==> config.mk <==
export PLATFORM = sky130hd
export DESIGN_NAME = regfile_wb_ctrl
export DESIGN_NICKNAME = d
export VERILOG_FILES = /design/src/rtl/regfile_wb_ctrl_pkg.sv /design/src/rtl/regfile_wb_ctrl_arbiter.sv /design/src/rtl/regfile_wb_ctrl.sv
export SDC_FILE = /design/constraint.sdc
export NUM_CORES = 1
export LEC_CHECK = 0
export ABC_AREA = 1
export CAP_MARGIN = 10
export CORE_MARGIN = 3
export CORE_UTILIZATION = 30
export CTS_CLUSTER_DIAMETER = 100
export DETAILED_ROUTE_END_ITERATION = 8
export GPL_ROUTABILITY_DRIVEN = 0
export PLACE_DENSITY = 0.59
export SETUP_SLACK_MARGIN = 0.4
export SYNTH_ARGS = -nofsm -noshare
export SYNTH_HDL_FRONTEND = slang
export SYNTH_SLANG_ARGS = --single-unit
==> constraint.sdc <==
create_clock -name clk -period 6.99 [get_ports clk]
set_clock_uncertainty 0.1 [all_clocks]
set_input_delay 1.0485 -clock clk [delete_from_list [all_inputs] [get_ports clk]]
set_output_delay 1.0485 -clock clk [all_outputs]
set_load 0.02 [all_outputs]
==> src/rtl/regfile_wb_ctrl_pkg.sv <==
// Shared definitions for the register-file write-back controller.
package regfile_wb_ctrl_pkg;

  // Width of an index into n items. Never returns 0, so a 1-item space still gets a real bit.
  function automatic int idx_width(input int n);
    return (n > 1) ? $clog2(n) : 1;
  endfunction

  // Each bit of the write address and write data resets to this value.
  localparam logic ADDR_RST_BIT = 1'b0;
  localparam logic DATA_RST_BIT = 1'b0;

endpackage

==> src/rtl/regfile_wb_ctrl_arbiter.sv <==
// Combinational round-robin arbiter. Requester ptr_i has the highest priority.
module rr_arbiter
  import regfile_wb_ctrl_pkg::*;
#(
  parameter int N = 3,
  localparam int PW = idx_width(N)
) (
  input  logic [N-1:0]  req_i,
  input  logic [PW-1:0] ptr_i,
  output logic [N-1:0]  grant_o,
  output logic [PW-1:0] grant_idx_o
);

  logic found;

  // Walk the priority ring from ptr_i. The first valid requester found wins.
  always_comb begin
    grant_o     = '0;
    grant_idx_o = '0;
    found       = 1'b0;
    for (int off = 0; off < N; off++) begin
      for (int k = 0; k < N; k++) begin
        if (!found && req_i[k] && ((int'(ptr_i) + off) % N == k)) begin
          found       = 1'b1;
          grant_o[k]  = 1'b1;
          grant_idx_o = PW'(k);
        end
      end
    end
  end

endmodule

==> src/rtl/regfile_wb_ctrl.sv <==
// Round-robin write-back arbitration onto the single rd port.
// Also holds a per-register busy scoreboard for the issue stage.
module regfile_wb_ctrl
  import regfile_wb_ctrl_pkg::*;
#(
  parameter int NUMBER_OF_REGISTERS = 32,
  parameter int DATA_WIDTH          = 32,
  parameter int NUM_REQ             = 3,
  localparam int AW = $clog2(NUMBER_OF_REGISTERS)
) (
  input  logic                          clk,
  input  logic                          rst,
  input  logic [NUM_REQ-1:0]            req_valid_i,
  input  logic [NUM_REQ*AW-1:0]         req_address_i,
  input  logic [NUM_REQ*DATA_WIDTH-1:0] req_data_i,
  output logic [NUM_REQ-1:0]            req_ready_o,
  output logic                          rd_we_o,
  output logic [AW-1:0]                 rd_address_o,
  output logic [DATA_WIDTH-1:0]         rd_data_o,
  input  logic                          issue_valid_i,
  input  logic [AW-1:0]                 issue_rd_i,
  input  logic [AW-1:0]                 rs1_address_i,
  input  logic [AW-1:0]                 rs2_address_i,
  output logic                          rs1_busy_o,
  output logic                          rs2_busy_o,
  output logic [NUMBER_OF_REGISTERS-1:0] busy_o
);

  localparam int PW = idx_width(NUM_REQ);

  logic [PW-1:0]                  ptr_q, ptr_d;
  logic                           we_q, we_d;
  logic [AW-1:0]                  addr_q, addr_d;
  logic [DATA_WIDTH-1:0]          data_q, data_d;
  logic [NUMBER_OF_REGISTERS-1:0] busy_q, busy_d;

  logic [NUM_REQ-1:0]    grant;
  logic [PW-1:0]         grant_idx;
  logic                  accept;
  logic [AW-1:0]         acc_addr;
  logic [DATA_WIDTH-1:0] acc_data;

  rr_arbiter #(.N(NUM_REQ)) u_arb (
    .req_i       (req_valid_i),
    .ptr_i       (ptr_q),
    .grant_o     (grant),
    .grant_idx_o (grant_idx)
  );

  // Handshake: requester k transfers on a cycle where req_valid_i[k] && req_ready_o[k].
  // The requester holds valid, address and data stable until that cycle.
  // Ready is held low while reset is asserted.
  assign req_ready_o = rst ? grant : '0;
  assign accept      = |req_ready_o;

  always_comb begin
    acc_addr = '0;
    acc_data = '0;
    for (int k = 0; k < NUM_REQ; k++) begin
      if (grant[k]) begin
        acc_addr = req_address_i[k*AW +: AW];
        acc_data = req_data_i[k*DATA_WIDTH +: DATA_WIDTH];
      end
    end
  end

  always_comb begin
    ptr_d  = ptr_q;
    we_d   = 1'b0;
    addr_d = addr_q;
    data_d = data_q;
    busy_d = busy_q;
    if (accept) begin
      ptr_d = (int'(grant_idx) == NUM_REQ - 1) ? '0 : grant_idx + 1'b1;
    end
    // A transfer to x0 completes the handshake but never reaches the register file.
    if (accept && acc_addr != '0) begin
      we_d   = 1'b1;
      addr_d = acc_addr;
      data_d = acc_data;
    end
    // Clear is applied first, so a reserve to the same register on the same edge wins.
    if (we_q) begin
      busy_d[addr_q] = 1'b0;
    end
    if (issue_valid_i && issue_rd_i != '0) begin
      busy_d[issue_rd_i] = 1'b1;
    end
    busy_d[0] = 1'b0;
  end

  always_ff @(posedge clk) begin
    if (!rst) begin
      ptr_q  <= '0;
      we_q   <= 1'b0;
      addr_q <= {AW{ADDR_RST_BIT}};
      data_q <= {DATA_WIDTH{DATA_RST_BIT}};
      busy_q <= '0;
    end else begin
      ptr_q  <= ptr_d;
      we_q   <= we_d;
      addr_q <= addr_d;
      data_q <= data_d;
      busy_q <= busy_d;
    end
  end

  assign rd_we_o      = we_q;
  assign rd_address_o = addr_q;
  assign rd_data_o    = data_q;
  assign busy_o       = busy_q;
  assign rs1_busy_o   = busy_q[rs1_address_i];
  assign rs2_busy_o   = busy_q[rs2_address_i];

endmodule

# --- After elaboration in Yosys (flattened, before gate mapping) ---
# Index checks and enable logic that the tools add are counted.
# W data, S select, Z words.
totals:
  regBits: 72
  out_inout_bits: 75
  word_cells: 106
classes:
  addsub: 3
  n_div: 3
  n_lt_le_gt_ge: 6
  n_eq_ne: 7
  n_mux: 43
  bitwise: 3
  reduce_logical: 35
ops:
  columns: ["cell", "n"]
  rows:
  - ["$mux W32", 5]
  - ["$eq A32 B2 Y1 const B", 3]
  - ["$eq A32 B3 Y1 const B", 3]
  - ["$logic_not A32 Y1", 3]
  - ["$mod A32 B3 Y32 const B", 2]
  - ["$and A32 B32 Y32", 1]
  - ["$mod A3 B3 Y32 const B", 1]
  - ["$not A32 Y32", 1]
  - ["$or A32 B32 Y32", 1]
  - ["$lt A5 B6 Y1 const B", 4]
  - ["$mux W1", 22]
  - ["$logic_and A1 B1 Y1", 21]
  - ["$mux W2", 8]
  - ["$mux W5", 3]
  - ["$bmux W1 S5", 2]
  - ["$demux W1 S5", 2]
  - ["$ge A5 B1 Y1 const B", 2]
  - ["$reduce_bool A5 Y1", 2]
  - ["$logic_not A1 Y1", 8]
  - ["$add A2 B1 Y3 const B", 1]
  - ["$add A2 B2 Y3 const B", 1]
  - ["$mux W3", 1]
  - ["$reduce_or A3 Y1", 1]
  - ["$add A2 B1 Y2 const B", 1]
  - ["$eq A2 B2 Y1 const B", 1]

# --- Depth between registers and ports, before layout ---
# Gate-level depths: netlist of the first run.
depth:
  depth_word: 40
  depth_mapped: 20

# --- Cells and area by module ---
# Synthesis of the first run repeated with hierarchy kept, for this count alone.
unflattened:
  cells_unflattened: 676
  area_unflattened_um2: 4299.1
modules_own_cells:
  columns: ["mod", "n_inst", "cells_each", "area_each_um2"]
  rows:
  - ["regfile_wb_ctrl", 1, 632, 4071.4]
  - ["rr_arbiter", 1, 44, 227.7]

# --- Worst setup path before layout of the first run ---
# No wires, ideal clock.
synth_timing:
  path_type: "input to output"
  start: "in rs2_address_i[0]"
  end: "out rs2_busy_o"
  t_arrival_ps: 2183
  required_ps: 5841
  slack_ps: 3659
  stages: 6
  path_cell_list: "inv_1 clkbuf_1 nor2_1 o221ai_1 nand3_1 a32oi_1"
synth_between:
  elab_chain_len: 2
synth_lines:
  columns: ["item", "line_no", "rtl"]
  rows:
  - ["start: declaration", "regfile_wb_ctrl.sv:23", "input logic [AW-1:0] rs2_address_i,"]
  - ["$bmux W1 S5", "regfile_wb_ctrl.sv:113", "assign rs2_busy_o = busy_q[rs2_address_i];"]
  - ["$mux W1 (not written as such)", "regfile_wb_ctrl.sv:113", null]
  - ["end: declaration", "regfile_wb_ctrl.sv:25", "output logic rs2_busy_o,"]
# No other way between the ends. The select of a mux whose other input is x is not followed.

# --- Worst setup path after layout of the first run ---
layout_timing:
  start: "in req_valid_i[0]"
  end: "out req_ready_o[2]"
layout_between:
  elab_chain_len: 35
layout_lines:
  columns: ["item", "line_no", "rtl"]
  rows:
  - ["start: declaration", "regfile_wb_ctrl.sv:13", "input logic [NUM_REQ-1:0] req_valid_i,"]
  - ["$logic_and A1 B1 Y1", "regfile_wb_ctrl_arbiter.sv:23", "if (!found && req_i[k] && ((int'(ptr_i) + off) % N == k)) begin"]
  - ["$mux W1", "regfile_wb_ctrl_arbiter.sv:23", null]
  - ["$logic_not A1 Y1", "regfile_wb_ctrl_arbiter.sv:23", null]
  - ["$logic_and A1 B1 Y1 (2 in a row)", "regfile_wb_ctrl_arbiter.sv:23", null]
  - ["$mux W1", "regfile_wb_ctrl_arbiter.sv:23", null]
  - ["$logic_not A1 Y1", "regfile_wb_ctrl_arbiter.sv:23", null]
  - ["$logic_and A1 B1 Y1 (2 in a row)", "regfile_wb_ctrl_arbiter.sv:23", null]
  - ["$mux W1", "regfile_wb_ctrl_arbiter.sv:23", null]
  - ["(+15 left out)", null, null]
  - ["$mux W1", "regfile_wb_ctrl_arbiter.sv:23", null]
  - ["$logic_not A1 Y1", "regfile_wb_ctrl_arbiter.sv:23", null]
  - ["$logic_and A1 B1 Y1 (2 in a row)", "regfile_wb_ctrl_arbiter.sv:23", null]
  - ["$mux W1", "regfile_wb_ctrl_arbiter.sv:23", null]
  - ["$logic_not A1 Y1", "regfile_wb_ctrl_arbiter.sv:23", null]
  - ["$logic_and A1 B1 Y1 (2 in a row)", "regfile_wb_ctrl_arbiter.sv:23", null]
  - ["$mux W1 (*)", "regfile_wb_ctrl_arbiter.sv:23", null]
  - ["$mux W3 (*)", "regfile_wb_ctrl.sv:53", "assign req_ready_o = rst ? grant : '0;"]
  - ["end: declaration", "regfile_wb_ctrl.sv:16", "output logic [NUM_REQ-1:0] req_ready_o,"]
# Every way passes the cells marked *; elsewhere a longest branch is shown, timed or not.

==> qor.json, run 1 <==
{
  "cts": {
    "post_cts_resized": 0,
    "clk_pin_slew_worst_paths_ns": 0.06,
    "postCtsSetupRepairBufs": 0,
    "cts-root-buf": "clkbuf_16",
    "cts_buffer_depth": 2,
    "cts_num_sinks": 71,
    "clk_latency_ns": 0.34,
    "cts_hold_buf": 0,
    "tritoncts": "done",
    "cts-buffers-inserted": 9,
    "cts_htree_levels": 3
  },
  "worst_hold_path": {
    "min_from": "rd_data_o[31]$_SDFFE_PN0P_",
    "hold_path.class": "reg -> reg"
  },
  "placed_design": {
    "hpwlAfterDp_um": 12820,
    "buffer_ports.inserted": 205,
    "placement.cell_area_sq_um": 6421
  },
  "sta": {
    "final.period_utilization": 0.6915,
    "timing.final.hold_violations": 0,
    "timing.final.setup_violations": 0,
    "timing.slew.headroom": 0.2019,
    "tightestPinTransition_ns": 1.188,
    "final.hold.worst_slack_ns": 0.3713,
    "timing_max_transition_violations_final": 0,
    "final_period_minus_worst_setup_slack_ns": 4.834,
    "rsz0062_at_grt": "no",
    "highest_clock_frequency_the_design_can_meet_mhz": 206.9,
    "setup_tns_ns": 0
  },
  "final_layout": {
    "n_fill_cell": 1413,
    "synthToLayoutAreaGrowth_pct": 57.47,
    "final_area_sq_um": 6778,
    "post_route_cells_drive_above_1_share": 0.05317,
    "number_of_inserted_diodes": 0,
    "final_net_count": 1013
  },
  "critical_path": {
    "worstReg2RegStart": "ptr_q[0]$_SDFFE_PN0P_",
    "critical_path_peak_fanout": 37,
    "worstSetupStartpoint": "req_valid_i[0]",
    "start_kind": "input pin",
    "critical_path.endpoint_type": "output pin",
    "crit_required_ns": 5.84,
    "critical_path_arrival_ns": 3.69,
    "critical_path_class": "in -> out"
  },
  "run": {
    "max_capacitance_violation_total": 0
  },
  "synth": {
    "synth_enable_flop_cells": 0,
    "ys_async_sr_fraction": 0,
    "yosys_warnings": 0,
    "synth_top_cells_by_count": "195 x nand2_1, 93 x nor2_1, 73 x a21oi_1",
    "yosys-top-cells-area": "dfxtp_1 33%, nand2_1 17%, a21oi_1 8.5%",
    "post_synth_instance_area_sq_um": 4304,
    "postSynthAreaPerCell_sq_um": 6.211,
    "synth-seq-area-share": 0.3302,
    "synth_most_common_cell": "nand2_1",
    "ys_types": 36,
    "syn_inst": 693,
    "synth_seq_cells": 71,
    "synth_top_cell_by_area": "dfxtp_1",
    "synth_top_cell_area_share": 0.3302,
    "syn_nets": 827,
    "ys_dominant_reg_cell": "dfxtp_1"
  },
  "power_and_ir_drop": {
    "combPwrFrac": 0.505,
    "cellPowerDensity_nw_per_um2": 333.4,
    "sequentialPowerShare": 0.256,
    "power_report.internal_total_mw": 1.318,
    "power_frac_clock": 0.240,
    "net_switching_component_of_the_power_mw": 0.9419,
    "vdd.ir_drop.worst_uv": 140.9,
    "p_leak_nw": 2.716,
    "netSwitchingFraction": 0.4168
  },
  "routing": {
    "ant_nets": 0,
    "vias": 5385,
    "drt-pass1-iter-count": 6,
    "initialDrtViolationCount": 415,
    "detail_route.drc_violations": 0,
    "drt-total-wl_um": 16670,
    "detail_route.vias_per_cell": 5.061,
    "routedWlPerCell_um": 15.66
  },
  "floorplan": {
    "std_cell_rows": 43,
    "core_area_sq_um": 13930,
    "num_io_pins": 207,
    "die_w_um": 125.8,
    "die_area_sq_um": 15820,
    "initial_utilization": 0.3089,
    "floorplan.die.height_um": 125.8
  },
  "global_routing": {
    "grt_max_degree": 41,
    "number_of_antenna_violations_at_the_first_check_in_global_routing": 0,
    "track_usage": 0.2034,
    "gr-total-overflow": 0,
    "grt_pass1_wl_um": 26350,
    "number_of_global_route_vias_before_repair": 5285
  },
  "status": {
    "status": "completed"
  }
}
cell usage in the layout (no fill, tap or decap), types with 2 or more instances in the layout:
cell type,synthesis,layout
nor3_1,12,12
clkdlybuf4s50_1,0,205
nor2_1,93,93
nand2_2,2,2
bufinv_16,0,3
ha_1,2,2
inv_2,3,3
clkbuf_16,0,9
a31oi_1,3,3
nand3_1,56,56
nor2_2,17,17
nand4_1,2,2
buf_4,3,2
o21ai_1,2,2
dfxtp_1,71,71
nand2_1,195,195
o22ai_1,2,2
o21ai_0,66,66
clkbuf_8,0,2
o211ai_1,3,3
o221ai_1,8,8
inv_1,36,36
nand3b_1,3,3
a21oi_1,73,73
final timing paths:
kind	cells after the start	slack, ns	endpoint
worst min register to register	2	0.37	rd_data_o[31]$_SDFFE_PN0P_
worst min-delay path	2	0.37	rd_data_o[31]$_SDFFE_PN0P_
worst max register to register	15	3.10	rd_data_o[9]$_SDFFE_PN0P_
worst max-delay path	11	2.16	req_ready_o[2]
cells by family after synthesis:
logic type | after synthesis | share of synthesized area
fa+ha+maj | 2 | 0.005813
buf+inv | 72 | 0.07616
compound gates | 163 | 0.2099
simple gates | 384 | 0.3770
flops | 71 | 0.3302
other cells | 1 | 0.0008713
per-layer routing:
metal / global-route usage / routed length (um)
met1: 0.2437 / 6862
met2: 0.3455 / 7719
met3: 0.06277 / 1803
met4: 0.07192 / 280
met5: 0 / 0
state kept, by name, summed over array words and instances (netlist names):
register and count:
busy_o 31, ptr_q 2, rd_data_o 32, rd_we_o 1, rd_address_o 5
stage by stage:
step | cells | util | total power, mW | setup WS [ns]
2_1_floorplan | 693 | - | 1.317 | 3.659
3_3_place_gp | 1048 | 0.4608 | 1.720 | 2.394
3_5_place_dp | 1048 | 0.4608 | 1.729 | 2.199
4_1_cts | 1064 | 0.4864 | 2.282 | 2.189
5_1_grt | 1064 | 0.4864 | 2.432 | 1.919
6_report | 1064 | 0.4864 | 2.260 | 2.156
worst max-delay path, cell delays in order:
cell and delay (ns):
clkdlybuf4s50_1 0.48, nand2_1 0.18, nand2_1 0.11, inv_1 0.08, o21ai_1 0.08, nor2_1 0.16
nand4_1 0.13, nand2_2 0.54, inv_2 0.13, nor2_1 0.12, clkdlybuf4s50_1 0.62
power groups by stage:
stage / logic [mW] / registers (mW) / clock network [mW]
global route: 1.27 / 0.590 / 0.567
floorplan: 0.633 / 0.683 / 0
detailed placement: 1.15 / 0.582 / 0
finish: 1.14 / 0.578 / 0.542
global placement: 1.14 / 0.576 / 0
CTS: 1.15 / 0.578 / 0.551
final cells by class:
type                    instances  area (sq um)  share of cell area
well taps                     180         225.2             0.03323
clock buffers                  11         252.7             0.03729
clock inverters                 5         103.9             0.01532
multi-input cells             550          2555              0.3770
flip-flops and latches         71          1421              0.2097
repair buffers                207          2067              0.3050
inverters                      40         152.6             0.02252
(Power assumes the default switching activity.)
==> inputs of run 2 (changes only) <==
PLACE_DENSITY = 0.61   (was 0.59)
clock period = 4.03 ns   (was 6.99 ns; I/O delays follow)
==> run 2 against run 1 <==
Die area is the same; routed wire length decreased by 2.9%; final area increased by 0.70%; flip-flop and latch count unchanged; sequential power up 73%; sequential share of layout area decreased by 0.15 points; critical path depth is 2 lower; hold slack worse by 0.0031 ns; via count down 3.1%; critical endpoint is now rs2_busy_o; largest power group unchanged.
==> qor.json, run 2 (same netlist as run 1, synthesis figures left out) <==
{
  "status": {
    "status": {"value": "completed", "change": "unchanged"}
  },
  "power_and_ir_drop": {
    "vdd.ir_drop.worst": {"value": 296.9, "unit": "uV", "change": "was 140.9 uV"},
    "cellPowerDensity": {"value": 569.5, "unit": "nW/um^2", "change": "was 333.4 nW/um^2"},
    "p_leak": {"value": 2.732, "unit": "nW", "change": "was 2.716 nW"}
  },
  "final_layout": {
    "synthToLayoutAreaGrowth": {"value": 58.58, "unit": "%", "change": "was 57.47%"},
    "post_route_cells_drive_above_1_share": {"value": 0.06502, "change": "was 0.05317"},
    "max_ffs_per_register": {"value": 32, "change": "unchanged"},
    "n_fill_cell": {"value": 1429, "change": "was 1413"},
    "core_utilization_of_the_finished_layout": {"value": 0.4898, "change": "was 0.4864"},
    "number_of_inserted_diodes": {"value": 0, "change": "unchanged"},
    "final_net_count": {"value": 1021, "change": "was 1013"},
    "layout_common_cells": {"value": "205 x clkdlybuf4s50_1, 194 x nand2_1, 93 x nor2_1, 73 x a21oi_1, 71 x dfxtp_1", "change": "was 205 x clkdlybuf4s50_1, 195 x nand2_1, 93 x nor2_1, 73 x a21oi_1, 71 x dfxtp_1"},
    "layout.cells.most_common": {"value": "clkdlybuf4s50_1", "change": "unchanged"}
  },
  "sta": {
    "timing_max_transition_violations_final": {"value": 0, "change": "unchanged"},
    "final_period_minus_worst_setup_slack_ns": 3.415,
    "setup_tns": {"value": 0, "unit": "ns", "change": "unchanged"},
    "timing.final.setup_violations": {"value": 0, "change": "unchanged"},
    "rsz0062_at_grt": {"value": "no", "change": "unchanged"},
    "tightestPinTransition": {"value": 1.047, "unit": "ns", "change": "was 1.188 ns"},
    "highest_clock_frequency_the_design_can_meet_mhz": 292.9,
    "final.period_utilization": 0.8473,
    "timing.final.hold_violations": {"value": 0, "change": "unchanged"},
    "timing.slew.headroom": {"value": 0.2964, "change": "was 0.2019"}
  },
  "floorplan": {
    "floorplan.die.height": {"value": 125.8, "unit": "um", "change": "unchanged"},
    "die_w": {"value": 125.8, "unit": "um", "change": "unchanged"},
    "initial_utilization": {"value": 0.3089, "change": "unchanged"},
    "std_cell_rows": {"value": 43, "change": "unchanged"},
    "core_area": {"value": 13930, "unit": "sq um", "change": "unchanged"},
    "num_io_pins": {"value": 207, "change": "unchanged"},
    "die_area": {"value": 15820, "unit": "sq um", "change": "unchanged"}
  },
  "routing": {
    "routedWlPerCell": {"value": 15.09, "unit": "um", "change": "was 15.66 um"},
    "ant_nets": {"value": 0, "change": "unchanged"},
    "detail_route.drc_violations": {"value": 0, "change": "unchanged"},
    "initialDrtViolationCount": {"value": 241, "change": "was 415"},
    "drt-total-wl": {"value": 16180, "unit": "um", "change": "was 16670 um"},
    "vias": {"value": 5216, "change": "was 5385"},
    "drt-pass1-iter-count": {"value": 5, "change": "was 6"},
    "detail_route.vias_per_cell": {"value": 4.866, "change": "was 5.061"}
  },
  "critical_path": {
    "critical_path.endpoint_type": {"value": "output pin", "change": "unchanged"},
    "critical_path_class": {"value": "in -> out", "change": "unchanged"},
    "critical_path_peak_fanout": {"value": 15, "change": "was 37"},
    "critical_path_arrival": {"value": 2.71, "unit": "ns", "change": "was 3.69 ns"},
    "crit_required": {"value": 3.33, "unit": "ns", "change": "was 5.84 ns"},
    "start_kind": {"value": "input pin", "change": "unchanged"}
  },
  "global_routing": {
    "number_of_global_route_vias_before_repair": {"value": 4942, "change": "was 5285"},
    "number_of_antenna_violations_at_the_first_check_in_global_routing": {"value": 0, "change": "unchanged"},
    "grt_max_degree": {"value": 40, "change": "was 41"},
    "gr-total-overflow": {"value": 0, "change": "unchanged"},
    "track_usage": {"value": 0.1986, "change": "was 0.2034"},
    "grt_pass1_wl": {"value": 25590, "unit": "um", "change": "was 26350 um"}
  },
  "cts": {
    "cts-buffers-inserted": {"value": 9, "change": "unchanged"},
    "cts_num_sinks": {"value": 71, "change": "unchanged"},
    "post_cts_resized": {"value": 0, "change": "unchanged"},
    "cts-root-buf": {"value": "clkbuf_16", "change": "unchanged"},
    "cts_hold_buf": {"value": 0, "change": "unchanged"},
    "clk_pin_slew_worst_paths": {"value": 0.06, "unit": "ns", "change": "about the same"},
    "clk_latency": {"value": 0.34, "unit": "ns", "change": "about the same"},
    "tritoncts": {"value": "done", "change": "unchanged"},
    "cts_htree_levels": {"value": 3, "change": "unchanged"},
    "postCtsSetupRepairBufs": {"value": 0, "change": "unchanged"},
    "cts_buffer_depth": {"value": 2, "change": "unchanged"}
  },
  "run": {
    "max_capacitance_violation_total": {"value": 0, "change": "unchanged"}
  },
  "placed_design": {
    "buffer_ports.inserted": {"value": 205, "change": "unchanged"},
    "hpwlAfterDp": {"value": 12510, "unit": "um", "change": "was 12820 um"}
  },
  "worst_hold_path": {
    "hold_path.class": {"value": "reg -> reg", "change": "unchanged"}
  }
}
==> run 2: worst max-delay path: stages <==
cell and delay, ns:
clkdlybuf4s50_1 0.53, buf_4 0.22, o21ai_0 0.09, nor2_1 0.10, a21oi_1 0.06, a21oi_1 0.14, o21ai_0 0.13, a32oi_1 0.21
clkdlybuf4s50_1 0.63
==> run 2: routing by layer <==
layer,GRT usage,vias up,part of all wire
met3,0.06531,19,0.097
met2,0.3436,231,0.48
li1,-,2684,-
met1,0.2334,2282,0.41
met4,0.06246,0,0.015
met5,0,-,0
==> run 2: path summary, 6_finish.rpt <==
kind,start,endpoint,slack (ns),depth (start not counted)
setup / recovery,rs2_address_i[0],rs2_busy_o,0.62,9
hold / removal,rd_data_o[11]$_SDFFE_PN0P_,rd_data_o[11]$_SDFFE_PN0P_,0.37,2
setup reg to reg,ptr_q[0]$_SDFFE_PN0P_,rd_data_o[10]$_SDFFE_PN0P_,1.00,16
hold reg to reg,rd_data_o[11]$_SDFFE_PN0P_,rd_data_o[11]$_SDFFE_PN0P_,0.37,2
==> run 2: where the power goes <==
part | internal, mW | switching, mW
sequential | 0.871 | 0.128
clock | 0.574 | 0.311
combinational | 0.800 | 1.20
==> run 2: cell type report <==
cell class                 instances  area (sq um)  area share
clock buffer                      11         252.7     0.03703
tap                              180         225.2     0.03300
timing repair buffer             215          2127      0.3116
multi-input combinational        550          2562      0.3754
clock inverter                     5         80.08     0.01173
sequential                        71          1421      0.2082
inverter                          40         156.4     0.02291
==> run 2: through the flow <==
step	hold WS [ns]	power [mW]	instance area (sq um)	setup slack, ns	cells
2_1_floorplan	0.4271	2.284	4304	1.587	693
3_5_place_dp	0.3607	3.025	6481	0.5680	1056
5_1_grt	0.3859	4.167	6825	0.4199	1072
3_3_place_gp	0.3500	3.024	6481	0.5979	1056
6_report	0.3681	3.887	6825	0.6155	1072
4_1_cts	0.3717	3.925	6814	0.5614	1072
==> inputs of run 3 (changes only) <==
clock period = 2.9 ns   (was 4.03 ns; I/O delays follow)
==> run 3 against run 2 <==
Via count grew 4.2%; first-iteration DRC count grew 18%; utilization grew 5.1 points; setup slack lost 0.25 ns; die area is the same; power grew 58%; clock power grew 22%; flip-flop and latch count is the same; register-to-register slack lost 0.64 ns; final area grew 10%.
==> qor.json, run 3 (same netlist as run 1, synthesis figures left out) <==
{
  "cts": {
    "tritoncts": {"value": "done", "change": "unchanged"},
    "cts_buffer_depth": {"value": 2, "change": "unchanged"},
    "cts-root-buf": {"value": "clkbuf_16", "change": "unchanged"},
    "cts_num_sinks": {"value": 71, "change": "unchanged"},
    "cts-buffers-inserted": {"value": 9, "change": "unchanged"},
    "cts_hold_buf": {"value": 0, "change": "unchanged"},
    "clk_latency": {"value": 0.33, "unit": "ns", "change": "was 0.34 ns"},
    "clk_pin_slew_worst_paths": {"value": 0.06, "unit": "ns", "change": "about the same"},
    "cts_htree_levels": {"value": 3, "change": "unchanged"}
  },
  "final_layout": {
    "seqCellArea": {"value": 1424, "unit": "sq um", "change": "was 1421 sq um"},
    "layout_common_cells": {"value": "195 x clkdlybuf4s50_1, 177 x nand2_1, 85 x nor2_1, 71 x a21oi_1, 69 x dfxtp_1", "change": "was 205 x clkdlybuf4s50_1, 194 x nand2_1, 93 x nor2_1, 73 x a21oi_1, 71 x dfxtp_1"},
    "multiInputGateArea": {"value": 2789, "unit": "sq um", "change": "was 2562 sq um"},
    "final_net_count": {"value": 1065, "change": "was 1021"},
    "final-instance-count-excl-fill": {"value": 1116, "change": "was 1072"},
    "synthToLayoutAreaGrowth": {"value": 75.00, "unit": "%", "change": "was 58.58%"},
    "number_of_inserted_diodes": {"value": 0, "change": "unchanged"},
    "n_fill_cell": {"value": 1362, "change": "was 1429"},
    "layout.cells.most_common": {"value": "clkdlybuf4s50_1", "change": "unchanged"},
    "post_route_cells_drive_above_1_share": {"value": 0.1603, "change": "was 0.06502"},
    "max_ffs_per_register": {"value": 32, "change": "unchanged"}
  },
  "run": {
    "max_capacitance_violation_total": {"value": 0, "change": "unchanged"}
  },
  "critical_path": {
    "worstReg2RegStart": {"value": "ptr_q[0]$_SDFFE_PN0P_", "change": "unchanged"},
    "critical_path_class": {"value": "reg -> reg", "change": "was in -> out"},
    "critical_path.endpoint_type": {"value": "flop", "change": "was output pin"},
    "start_kind": {"value": "flop", "change": "was input pin"},
    "reg2regPathDepth": {"value": 18, "change": "was 16"},
    "rrSetupSlack": {"value": 0.36, "unit": "ns", "change": "was 1.00 ns"},
    "critical_path_peak_fanout": {"value": 6, "change": "was 15"},
    "critical_path_arrival": {"value": 2.70, "unit": "ns", "change": "was 2.71 ns"},
    "crit_required": {"value": 3.06, "unit": "ns", "change": "was 3.33 ns"},
    "r2r_end": {"value": "rd_data_o[19]$_SDFFE_PN0P_", "change": "was rd_data_o[10]$_SDFFE_PN0P_"}
  },
  "power_and_ir_drop": {
    "vdd.ir_drop.worst": {"value": 363.5, "unit": "uV", "change": "was 296.9 uV"},
    "cellPowerDensity": {"value": 815.4, "unit": "nW/um^2", "change": "was 569.5 nW/um^2"},
    "p_leak": {"value": 3.103, "unit": "nW", "change": "was 2.732 nW"},
    "post-layout-total-power": {"value": 6.142, "unit": "mW", "change": "was 3.887 mW"}
  },
  "placed_design": {
    "placement.setup.worst_slack": {"value": -0.05228, "unit": "ns", "change": "was 0.5680 ns"},
    "hpwlAfterDp": {"value": 12820, "unit": "um", "change": "was 12510 um"},
    "buffer_ports.inserted": {"value": 205, "change": "unchanged"},
    "placedCellCount": {"value": 1083, "change": "was 1056"}
  },
  "global_routing": {
    "grt_max_degree": {"value": 38, "change": "was 40"},
    "gr-total-overflow": {"value": 0, "change": "unchanged"},
    "grt_pass1_wl": {"value": 26150, "unit": "um", "change": "was 25590 um"},
    "track_usage": {"value": 0.2010, "change": "was 0.1986"},
    "number_of_antenna_violations_at_the_first_check_in_global_routing": {"value": 0, "change": "unchanged"},
    "number_of_global_route_vias_before_repair": {"value": 5191, "change": "was 4942"}
  },
  "floorplan": {
    "die_area": {"value": 15820, "unit": "sq um", "change": "unchanged"},
    "floorplan.die.height": {"value": 125.8, "unit": "um", "change": "unchanged"},
    "die_w": {"value": 125.8, "unit": "um", "change": "unchanged"},
    "core_area": {"value": 13930, "unit": "sq um", "change": "unchanged"},
    "initial_utilization": {"value": 0.3089, "change": "unchanged"},
    "std_cell_rows": {"value": 43, "change": "unchanged"},
    "num_io_pins": {"value": 207, "change": "unchanged"}
  },
  "routing": {
    "initialDrtViolationCount": {"value": 285, "change": "was 241"},
    "drt-pass1-iter-count": {"value": 4, "change": "was 5"},
    "detail_route.vias_per_cell": {"value": 4.869, "change": "was 4.866"},
    "ant_nets": {"value": 0, "change": "unchanged"},
    "routedWlPerCell": {"value": 15.44, "unit": "um", "change": "was 15.09 um"},
    "drt-total-wl": {"value": 17230, "unit": "um", "change": "was 16180 um"},
    "vias": {"value": 5434, "change": "was 5216"},
    "detail_route.drc_violations": {"value": 0, "change": "unchanged"}
  },
  "sta": {
    "timing.final.hold_violations": {"value": 0, "change": "unchanged"},
    "timing_max_transition_violations_final": {"value": 0, "change": "unchanged"},
    "timing.slew.headroom": {"value": 0.6533, "change": "was 0.2964"},
    "rsz0062_at_grt": {"value": "yes", "change": "was no"},
    "setup_tns": {"value": 0, "unit": "ns", "change": "unchanged"},
    "final.period_utilization": 0.8756,
    "final_period_minus_worst_setup_slack_ns": 2.539,
    "highest_clock_frequency_the_design_can_meet_mhz": 393.8,
    "setup_slack_of_the_critical_path_after_layout": {"value": 0.3608, "unit": "ns", "change": "was 0.6155 ns"},
    "timing.final.setup_violations": {"value": 0, "change": "unchanged"},
    "tightestPinTransition": {"value": 0.5161, "unit": "ns", "change": "was 1.047 ns"},
    "final.hold.worst_slack": {"value": 0.3763, "unit": "ns", "change": "was 0.3681 ns"}
  },
  "status": {
    "status": {"value": "completed", "change": "unchanged"}
  },
  "worst_hold_path": {
    "whs_path_depth": {"value": 2, "change": "unchanged"},
    "hold_path.class": {"value": "reg -> reg", "change": "unchanged"},
    "worstHoldEndpoint": {"value": "rd_data_o[8]$_SDFFE_PN0P_", "change": "was rd_data_o[11]$_SDFFE_PN0P_"},
    "min_from": {"value": "rd_data_o[8]$_SDFFE_PN0P_", "change": "was rd_data_o[11]$_SDFFE_PN0P_"}
  }
}
## run 3: cell count changes in the layout (fill, tap and decap cells not counted), sizes merged
cell	change
dlygate4sd2	+2
clkdlybuf4s50	-10
clkbuf	+4
bufinv	-1
buf	+44
dlymetal6s2s	+2
clkinv	+3
## run 3: layout make-up
class	count	area share
Sequential cell	71	0.1890
Tap cell	180	0.02990
Clock inverter	6	0.008140
Clock buffer	10	0.03040
Timing Repair Buffer	258	0.3505
Multi-Input combinational cell	550	0.3703
Inverter	40	0.02110
Timing Repair inverter	1	0.0006645
## run 3: power by group
part           switching (mW)  total [mW]  internal, mW
registers               0.189        1.40          1.21
clock network           0.418        1.08         0.663
logic                    1.96        3.66          1.70
total                    2.57        6.14          3.58
## run 3: stage by stage
stage                     cell area (sq um)    util
final                                  7532  0.5405
after global placement                 6759  0.4851
after CTS                              7221  0.5182
after detailed placement               6759  0.4851
after floorplan                        4304       -
after global routing                   7532  0.5405
## run 3: timing repair
| item | CTS | global route |
|---|---|---|
| gates resized for setup | 50 | 59 |
| pin swaps | 12 | 51 |
| endpoints found under the setup margin | 45 | 43 |
| buffers inserted | 7 | 3 |
| gates cloned | 2 | 5 |
## run 3: worst max-delay path by stage
| stage | startpoint | depth (start not counted) | endpoint | slack [ns] |
|---|---|---|---|---|
| 3_5_place_dp | rs1_address_i[0] | 8 | rs1_busy_o | -0.05 |
| 6_report | ptr_q[0]$_SDFFE_PN0P_ | 18 | rd_data_o[19]$_SDFFE_PN0P_ | 0.36 |
| 3_3_place_gp | rs2_address_i[1] | 7 | rs2_busy_o | -0.05 |
| 5_1_grt | ptr_q[0]$_SDFFE_PN0P_ | 18 | rd_data_o[19]$_SDFFE_PN0P_ | 0.27 |
| 2_1_floorplan | ptr_q[0]$_SDFFE_PN0P_ | 17 | rd_data_o[30]$_SDFFE_PN0P_ | 0.49 |
| 4_1_cts | ptr_q[0]$_SDFFE_PN0P_ | 18 | rd_data_o[17]$_SDFFE_PN0P_ | 0.39 |
## run 3: per-layer routing
layer	track usage	vias up	wire, um
li1	-	2781	-
met4	0.05552	0	289
met5	0	-	0
met1	0.2335	2427	6922
met3	0.06022	20	1465
met2	0.3593	206	8556
## run 3: worst max-delay path, cell delays in order (launching register included)
cell	delay, ns
dfxtp_2	0.36
inv_2	0.06
ha_4	0.26
nand2_4	0.08
nand3_1	0.09
nor2_2	0.13
nor2_2	0.05
nand3_1	0.09
nand2_2	0.10
buf_4	0.17
nand2_1	0.11
nand2_4	0.09
nor2_4	0.13
nand3_4	0.10
buf_6	0.15
clkbuf_16	0.16
nand3_1	0.06
nand2_1	0.05
nor2_1	0.12
